<file path="src/rtl/hilo_divider.sv">
// hilo_divider: HI/LO register pair with a 32-cycle restoring divider (DIV/DIVU) and mthi/mtlo writes.
module hilo_divider #(
    parameter int WIDTH = 32
) (
    input  logic             clk,
    input  logic             rst_n,
    input  logic             div_start,
    input  logic             div_signed,
    input  logic [WIDTH-1:0] div_op_x,
    input  logic [WIDTH-1:0] div_op_y,
    input  logic             mthi,
    input  logic             mtlo,
    input  logic [WIDTH-1:0] wr_data,
    output logic [WIDTH-1:0] hi,
    output logic [WIDTH-1:0] lo,
    output logic             div_busy,
    output logic             div_by_zero
);
    localparam int CW = $clog2(WIDTH);
    localparam logic [CW-1:0] LAST = CW'(WIDTH - 1);

    typedef enum logic {IDLE, BUSY} state_t;

    state_t           state_q, state_d;
    logic [CW-1:0]    cnt_q, cnt_d;
    logic [WIDTH-1:0] x_q, x_d, ym_q, ym_d, quo_q, quo_d, rem_q, rem_d;
    logic [WIDTH-1:0] hi_q, hi_d, lo_q, lo_d;
    logic             qneg_q, qneg_d, rneg_q, rneg_d, zero_q, zero_d;
    logic             busy_q, busy_d, dbz_q, dbz_d;
    logic [WIDTH-1:0] xm, ymag, q_next, r_next;
    logic [WIDTH:0]   shifted, diff;

    always_comb begin
        xm      = (div_signed && div_op_x[WIDTH-1]) ? -div_op_x : div_op_x;
        ymag    = (div_signed && div_op_y[WIDTH-1]) ? -div_op_y : div_op_y;
        // quo_q starts as the dividend magnitude; its MSB shifts into the remainder each step
        shifted = {rem_q, quo_q[WIDTH-1]};
        diff    = shifted - {1'b0, ym_q};
        r_next  = diff[WIDTH] ? shifted[WIDTH-1:0] : diff[WIDTH-1:0];
        q_next  = {quo_q[WIDTH-2:0], ~diff[WIDTH]};
        state_d = state_q;
        cnt_d   = cnt_q;
        x_d     = x_q;
        ym_d    = ym_q;
        quo_d   = quo_q;
        rem_d   = rem_q;
        qneg_d  = qneg_q;
        rneg_d  = rneg_q;
        zero_d  = zero_q;
        hi_d    = hi_q;
        lo_d    = lo_q;
        busy_d  = busy_q;
        dbz_d   = 1'b0;
        if (state_q == IDLE) begin
            if (div_start) begin
                state_d = BUSY;
                busy_d  = 1'b1;
                cnt_d   = '0;
                x_d     = div_op_x;
                ym_d    = ymag;
                quo_d   = xm;
                rem_d   = '0;
                qneg_d  = div_signed && (div_op_x[WIDTH-1] ^ div_op_y[WIDTH-1]);
                rneg_d  = div_signed && div_op_x[WIDTH-1];
                zero_d  = (div_op_y == '0);
            end else begin
                hi_d = mthi ? wr_data : hi_q;
                lo_d = mtlo ? wr_data : lo_q;
            end
        end else begin
            cnt_d = cnt_q + 1'b1;
            quo_d = q_next;
            rem_d = r_next;
            if (cnt_q == LAST) begin
                state_d = IDLE;
                busy_d  = 1'b0;
                dbz_d   = zero_q;
                lo_d    = zero_q ? '1 : (qneg_q ? -q_next : q_next);
                hi_d    = zero_q ? x_q : (rneg_q ? -r_next : r_next);
            end
        end
    end

    always_ff @(posedge clk or negedge rst_n) begin
        if (!rst_n) begin
            state_q <= IDLE;
            cnt_q   <= '0;
            x_q     <= '0;
            ym_q    <= '0;
            quo_q   <= '0;
            rem_q   <= '0;
            qneg_q  <= 1'b0;
            rneg_q  <= 1'b0;
            zero_q  <= 1'b0;
            hi_q    <= '0;
            lo_q    <= '0;
            busy_q  <= 1'b0;
            dbz_q   <= 1'b0;
        end else begin
            state_q <= state_d;
            cnt_q   <= cnt_d;
            x_q     <= x_d;
            ym_q    <= ym_d;
            quo_q   <= quo_d;
            rem_q   <= rem_d;
            qneg_q  <= qneg_d;
            rneg_q  <= rneg_d;
            zero_q  <= zero_d;
            hi_q    <= hi_d;
            lo_q    <= lo_d;
            busy_q  <= busy_d;
            dbz_q   <= dbz_d;
        end
    end

    assign hi          = hi_q;
    assign lo          = lo_q;
    assign div_busy    = busy_q;
    assign div_by_zero = dbz_q;
endmodule
</file>
<file path="config.mk">
export PLATFORM = sky130hd
export DESIGN_NAME = hilo_divider
export DESIGN_NICKNAME = d
export VERILOG_FILES = /design/src/rtl/hilo_divider.sv
export SDC_FILE = /design/constraint.sdc
export NUM_CORES = 1
export LEC_CHECK = 0
export BUFFER_PORTS_ARGS = -buffer_cell sky130_fd_sc_hd__buf_2
export CORE_ASPECT_RATIO = 1.2
export CORE_MARGIN = 10
export CORE_UTILIZATION = 34
export DETAILED_ROUTE_END_ITERATION = 8
export GPL_TIMING_DRIVEN = 0
export SETUP_SLACK_MARGIN = 0.05
export SLEW_MARGIN = 0
export SYNTH_ARGS = -nofsm -noshare
export SYNTH_HDL_FRONTEND = slang
export SYNTH_SLANG_ARGS = --single-unit
</file>
<file path="constraint.sdc">
create_clock -name clk -period 8.2 [get_ports clk]
set_clock_uncertainty 0.05 [all_clocks]
set_input_delay 1.23 -clock clk [delete_from_list [all_inputs] [get_ports clk]]
set_output_delay 1.23 -clock clk [all_outputs]
set_load 0.1 [all_outputs]
</file>
Yosys cells after proc, flatten, opt, wreduce, memory -nomap -nowiden
Cells that the tools add are included.
Widths: inputs -> output; s select.
- logic and storage cells: 65
- input port bits: 102
- output and inout port bits: 66
- bits in registers: 203
- equality and inequality tests: 3
- reduce and logical (&&, ||, !) cells: 11
- add/sub/neg operators: 6
- bitwise operators: 3
- multiplexer cells: 29
- operators by type and width (cell ; number):
    $mux 32 ; 19
    $neg 32->32 ; 4
    $sub 33x32->33 ; 1
    $logic_not 32->1 ; 1
    $mux 5 ; 2
    $mux 1 ; 8
    $reduce_and 3->1 ; 2
    $reduce_bool 2->1 ; 3
    $add 5x1->5 const B ; 1
    $eq 5x5->1 const B ; 1
    $ne 2x1->1 const B ; 2
    $reduce_and 2->1 ; 2
    $logic_and 1x1->1 ; 3
    $not 1->1 ; 2
    $xor 1x1->1 ; 1

Logic depth before layout (Yosys ltp)
- word-level depth: 7
- gate-level depth with buffers: 24
- gate-level depth less buffers: 22

Least setup slack after synthesis
No wires, ideal clock.
- path kind: register -> register
- from: register quo_q[31]
- to: register lo_q[26], in the netlist lo[26]
- path buffers: 3
- cell stages (with the launch flop): 23
- clock period less this slack: 4.809 ns
- data arrival time: 4.676 ns
- slack: 3.391 ns
- required time: 8.067 ns
- library setup time: 0.083 ns
- cell sequence: dfrtp_1 -> inv_1 -> ha_1 -> fa_1 -> nand2b_1 -> a21o_1 -> a21o_2 -> a21oi_1 -> a41oi_2 -> xnor2_1 -> inv_2 -> buf_2 -> buf_2 -> buf_2 -> ha_1 -> nand2b_1 -> or3_1 -> nand2b_1 -> or4_1 -> o31ai_1 -> xnor2_1 -> o22ai_1 -> o21ai_0
- longest elaborated chain between the ends: 7
- RTL lines (element ; RTL line ; RTL):
    start: declaration ; 26 ; logic [WIDTH-1:0] x_q, x_d, ym_q, ym_d, quo_q, quo_d, rem_q, rem_d;
    start signal: assignment ; 104 ; quo_q <= quo_d;
    $sub 33x32->33 ; 38 ; diff = shifted - {1'b0, ym_q};
    $not 1->1 ; 40 ; q_next = {quo_q[WIDTH-2:0], ~diff[WIDTH]};
    $neg 32->32 ; 78 ; lo_d = zero_q ? '1 : (qneg_q ? -q_next : q_next);
    $mux 32 (2 in a row) ; 78 ;
    $mux 32 ; 74 ; if (cnt_q == LAST) begin
    $mux 32 ; 54 ; if (state_q == IDLE) begin
    end signal: assignment ; 110 ; lo_q <= lo_d;
    end: declaration ; 27 ; logic [WIDTH-1:0] hi_q, hi_d, lo_q, lo_d;
Every way passes these cells. The select of a mux whose other input is x is not followed.
A chain may end at the register's enable or synchronous reset.

Worst setup path after layout
- from: register quo_q[31]
- to: register hi_q[14], in the netlist hi[14]
- longest elaborated chain between the ends: 7
- RTL lines (element ; RTL line ; RTL):
    $sub 33x32->33 ; 38 ;
    $mux 32 (*) ; 39 ; r_next = diff[WIDTH] ? shifted[WIDTH-1:0] : diff[WIDTH-1:0];
    $neg 32->32 ; 79 ; hi_d = zero_q ? x_q : (rneg_q ? -r_next : r_next);
    $mux 32 (*) (2 in a row) ; 79 ;
    $mux 32 (*) ; 74 ;
    $mux 32 (*) ; 54 ;
    end signal: assignment ; 109 ; hi_q <= hi_d;
    end: declaration ; 27 ;
Every way passes the cells marked *; elsewhere a longest branch is shown, timed or not. The select of a mux whose other input is x is not followed.

==> results.py <==
metrics = {
    "logic_synthesis": {
        "synth_compound_area_share_pct": 23.4,
        "synth-adder-area-share_pct": 3.50,
        "synth.ff_latch_count": 203,
        "post_synth_mux_area_share_pct": 5.71,
        "yosys.area.top_type_share_pct": 35.9,
        "post_synth_xor_area_fraction_pct": 7.90,
        "synth_enable_flop_cells": 0,
        "synth_top_family_by_area": "compound AO/OA/AOI/OAI gates",
        "yosysMostFrequentCell": "nand2_1",
        "synth_nets": 1842,
        "post-synth-top-area-cell": "dfrtp_1",
        "synth.avg_cell_area_um2": 8.33,
        "post_synth_main_area_contributors": "dfrtp_1 36%, o21ai_0 8.0%, nand2_1 6.5%, xnor2_1 4.9%, ha_1 3.4%",
        "synth.cells.most_frequent": "244 x nand2_1, 226 x o21ai_0, 203 x dfrtp_1",
        "synth_sequential_area_ratio_pct": 35.9,
        "synth_flop_cell": "dfrtp_1",
        "netlist_area_um2": 14200,
        "distinct_cell_type_count_of_the_synthesized_netlist": 85,
        "yosysWarnings": 0,
        "synth_cells": 1701,
        "post_synth_and_or_nand_nor_area_fraction_pct": 19.1,
        "asyncSetResetFlopFracSynth_pct": 100,
    },
    "worst_setup_path": {
        "slowest_delay_ns": 0.56,
        "critPathKind": "reg -> reg",
        "critPathArrivalTime_ns": 7.20,
        "cp-end-kind": "register",
        "crit_path_start_kind": "register",
        "worst_path_max_delay_cell": "buf_1",
        "critPathRequiredTime_ns": 8.60,
        "timing.critical_path.cells": "inv_1 > ha_1 > fa_1 > nand2b_1 > a21o_1 > a21o_2 > a21oi_1 > a41oi_2 > xnor2_1 > inv_2 > buf_2 > buf_1 > nor2_1 > a21oi_1 > ha_1 > nand2_1 > or4_1 > nor3_1 > mux2i_1 > o21ai_0 > xnor2_1 > o21ai_0 > a21boi_0",
        "ff2ff_path_depth": 23,
        "crit_path_max_fanout": 10,
    },
    "clocking": {
        "cts_repair_resize_count": 0,
        "h-tree-depth": 1,
        "cts.path.max_buffers": 3,
        "clock_transition_at_the_registers_of_the_reported_paths_ns": 0.06,
        "clock-sinks": 203,
        "holdBufCountCts": 0,
        "cts_setup_buffers": 0,
        "clock_root_cell": "clkbuf_16",
        "tritoncts": "done",
        "insertion_delay_ns": 0.54,
        "tritoncts.num_buffers": 25,
    },
    "die": {
        "dieWidth_um": 206,
        "floorplan.die.height_um": 244,
        "site_row_count": 81,
        "dieArea_um2": 50300,
        "fp.coreArea_um2": 40900,
        "top_level_ports": 168,
        "start_util_pct": 34.6,
    },
    "timing": {
        "timing.slew.headroom_pct": 31.2,
        "setup_tns_final_ns": 0,
        "hold_viol_final": 0,
        "worstMarginPinSlew_ns": 1.03,
        "fin_crit_sh_pct": 83.0,
        "rsz_0062_raised_after_global_routing": "no",
        "finalCriticalPeriod_ns": 6.81,
        "final-setup-viol-count": 0,
        "maxClockFrequency_ghz": 0.147,
        "timing_max_transition_violations_final": 0,
        "hold_slack_ns": 0.422,
    },
    "grt": {
        "grt_pass1_vias": 13300,
        "grt.total_usage_pct": 20.9,
        "grt_first_pass_wirelength_um": 81700,
        "antenna_violations_before_repair": 3,
        "global_route.overflow_total": 0,
        "maximum_number_of_pins_on_one_net_before_global_route_repair": 86,
    },
    "placement": {
        "port-buffer-count": 166,
        "detailed_place_hpwl_um": 44000,
        "gp_congestion": 0.939,
    },
    "drt": {
        "detailedRoute.firstPassIterationCount": 7,
        "drt.antenna.violating_nets": 0,
        "totalWireLength_um": 54800,
        "post-route-drc-count": 0,
        "route.vias.total": 13600,
        "routed_wire_length_per_instance_um": 22.3,
        "drt_first_iter_violations": 1171,
        "avgViaCountPerCell": 5.54,
    },
    "run": {
        "drv_cap": 0,
    },
    "final_layout": {
        "nNetsFinal": 2037,
        "syn2layout_area_growth_pct": 17.9,
        "layout-drive-gt1-share_pct": 15.2,
    },
    "worst_hold_path": {
        "timing.hold.worst_path_depth": 1,
        "min-delay-path-class": "reg -> reg",
    },
    "outcome": {
        "outcome": "complete, no violations",
    },
}
## sequential cells by signal (all words and copies together), names as in the netlist, 5 cells and up
name   flops
ym_q      32
cnt_q      5
rem_q     32
lo        32
hi        32
x_q       32
quo_q     32
## worst max-delay path, delay by kind of cell (launching register included)
kind	cells	cell delay [ns]
fa+ha+maj	3	0.91
compound gates	8	2.33
mux	1	0.31
xor+xnor	2	0.33
buf+inv	4	1.29
flops	1	0.42
simple gates	5	1.06
## layout by cell type, fill, tap and decap left out, drive strengths merged, types with 10 or more instances in the layout
cell type and n:
nor2 89, nand3 17, nor2b 11, mux2i 40, nor4 18, o41ai 14
a221oi 11, a31oi 12, nor3 36, or4 17, o31ai 31, xnor2 81
buf 195, o22ai 31, a21o 14, mux2 36, ha 38, xor2 45
a21oi 96, clkbuf 110, dfrtp 203, o21a 10, and2 12, nand2b 38
o211ai 12, or3 29, nor3b 17, o21ai 233, nand2 244, inv 57
nand4 10
## worst paths after layout
kind,startpoint,to,slack (ns)
setup reg to reg,quo_q[31],hi[14],1.39
setup / recovery,quo_q[31],hi[14],1.39
min in group asynchronous,rst_n,lo[27],0.54
hold reg to reg,cnt_q[3],cnt_q[3],0.42
hold / removal,cnt_q[3],cnt_q[3],0.42
max in group asynchronous,rst_n,ym_q[0],6.41
## metrics by stage
stage | std cells | setup WS (ns) | cell area [um^2] | utilization [%]
5_1_grt | 2454 | 1.13 | 16700 | 40.8
3_5_place_dp | 2408 | 1.48 | 15700 | 38.4
6_report | 2454 | 1.39 | 16700 | 40.8
2_1_floorplan | 1701 | 3.39 | 14200 | -
3_3_place_gp | 2406 | 1.46 | 15700 | 38.3
4_1_cts | 2452 | 1.43 | 16700 | 40.8
## area by class of cell
cell class                      instances  area, um^2
Clock inverter                         11         239
Timing Repair Buffer                  168         896
Antenna cell                            2        5.00
Fill cell                            4223       24200
Clock buffer                           33         716
Sequential cell                       203        5080
Inverter                               58         218
Buffer                                104         424
Tap cell                              539         674
Multi-Input combinational cell       1336        8450
## kinds of logic after synthesis
group | count (synthesis)
muxes | 76
DFF | 203
xor gates and xnor gates | 126
buffers and inverters | 162
adders and majority gates | 39
AOI/OAI and AO/OA | 533
and+or+nand+nor | 562
## per-layer routing
metal | GRT usage (%) | vias up | wire length, um
li1 | - | 6520 | -
met1 | 26.2 | 6505 | 22900
met2 | 36.0 | 480 | 26700
met3 | 3.12 | 99 | 3670
met4 | 6.62 | 0 | 1580
met5 | 0 | - | 0
Power is not shown: default switching activity piles up to over one toggle a cycle in this logic, so the estimate is an artifact.
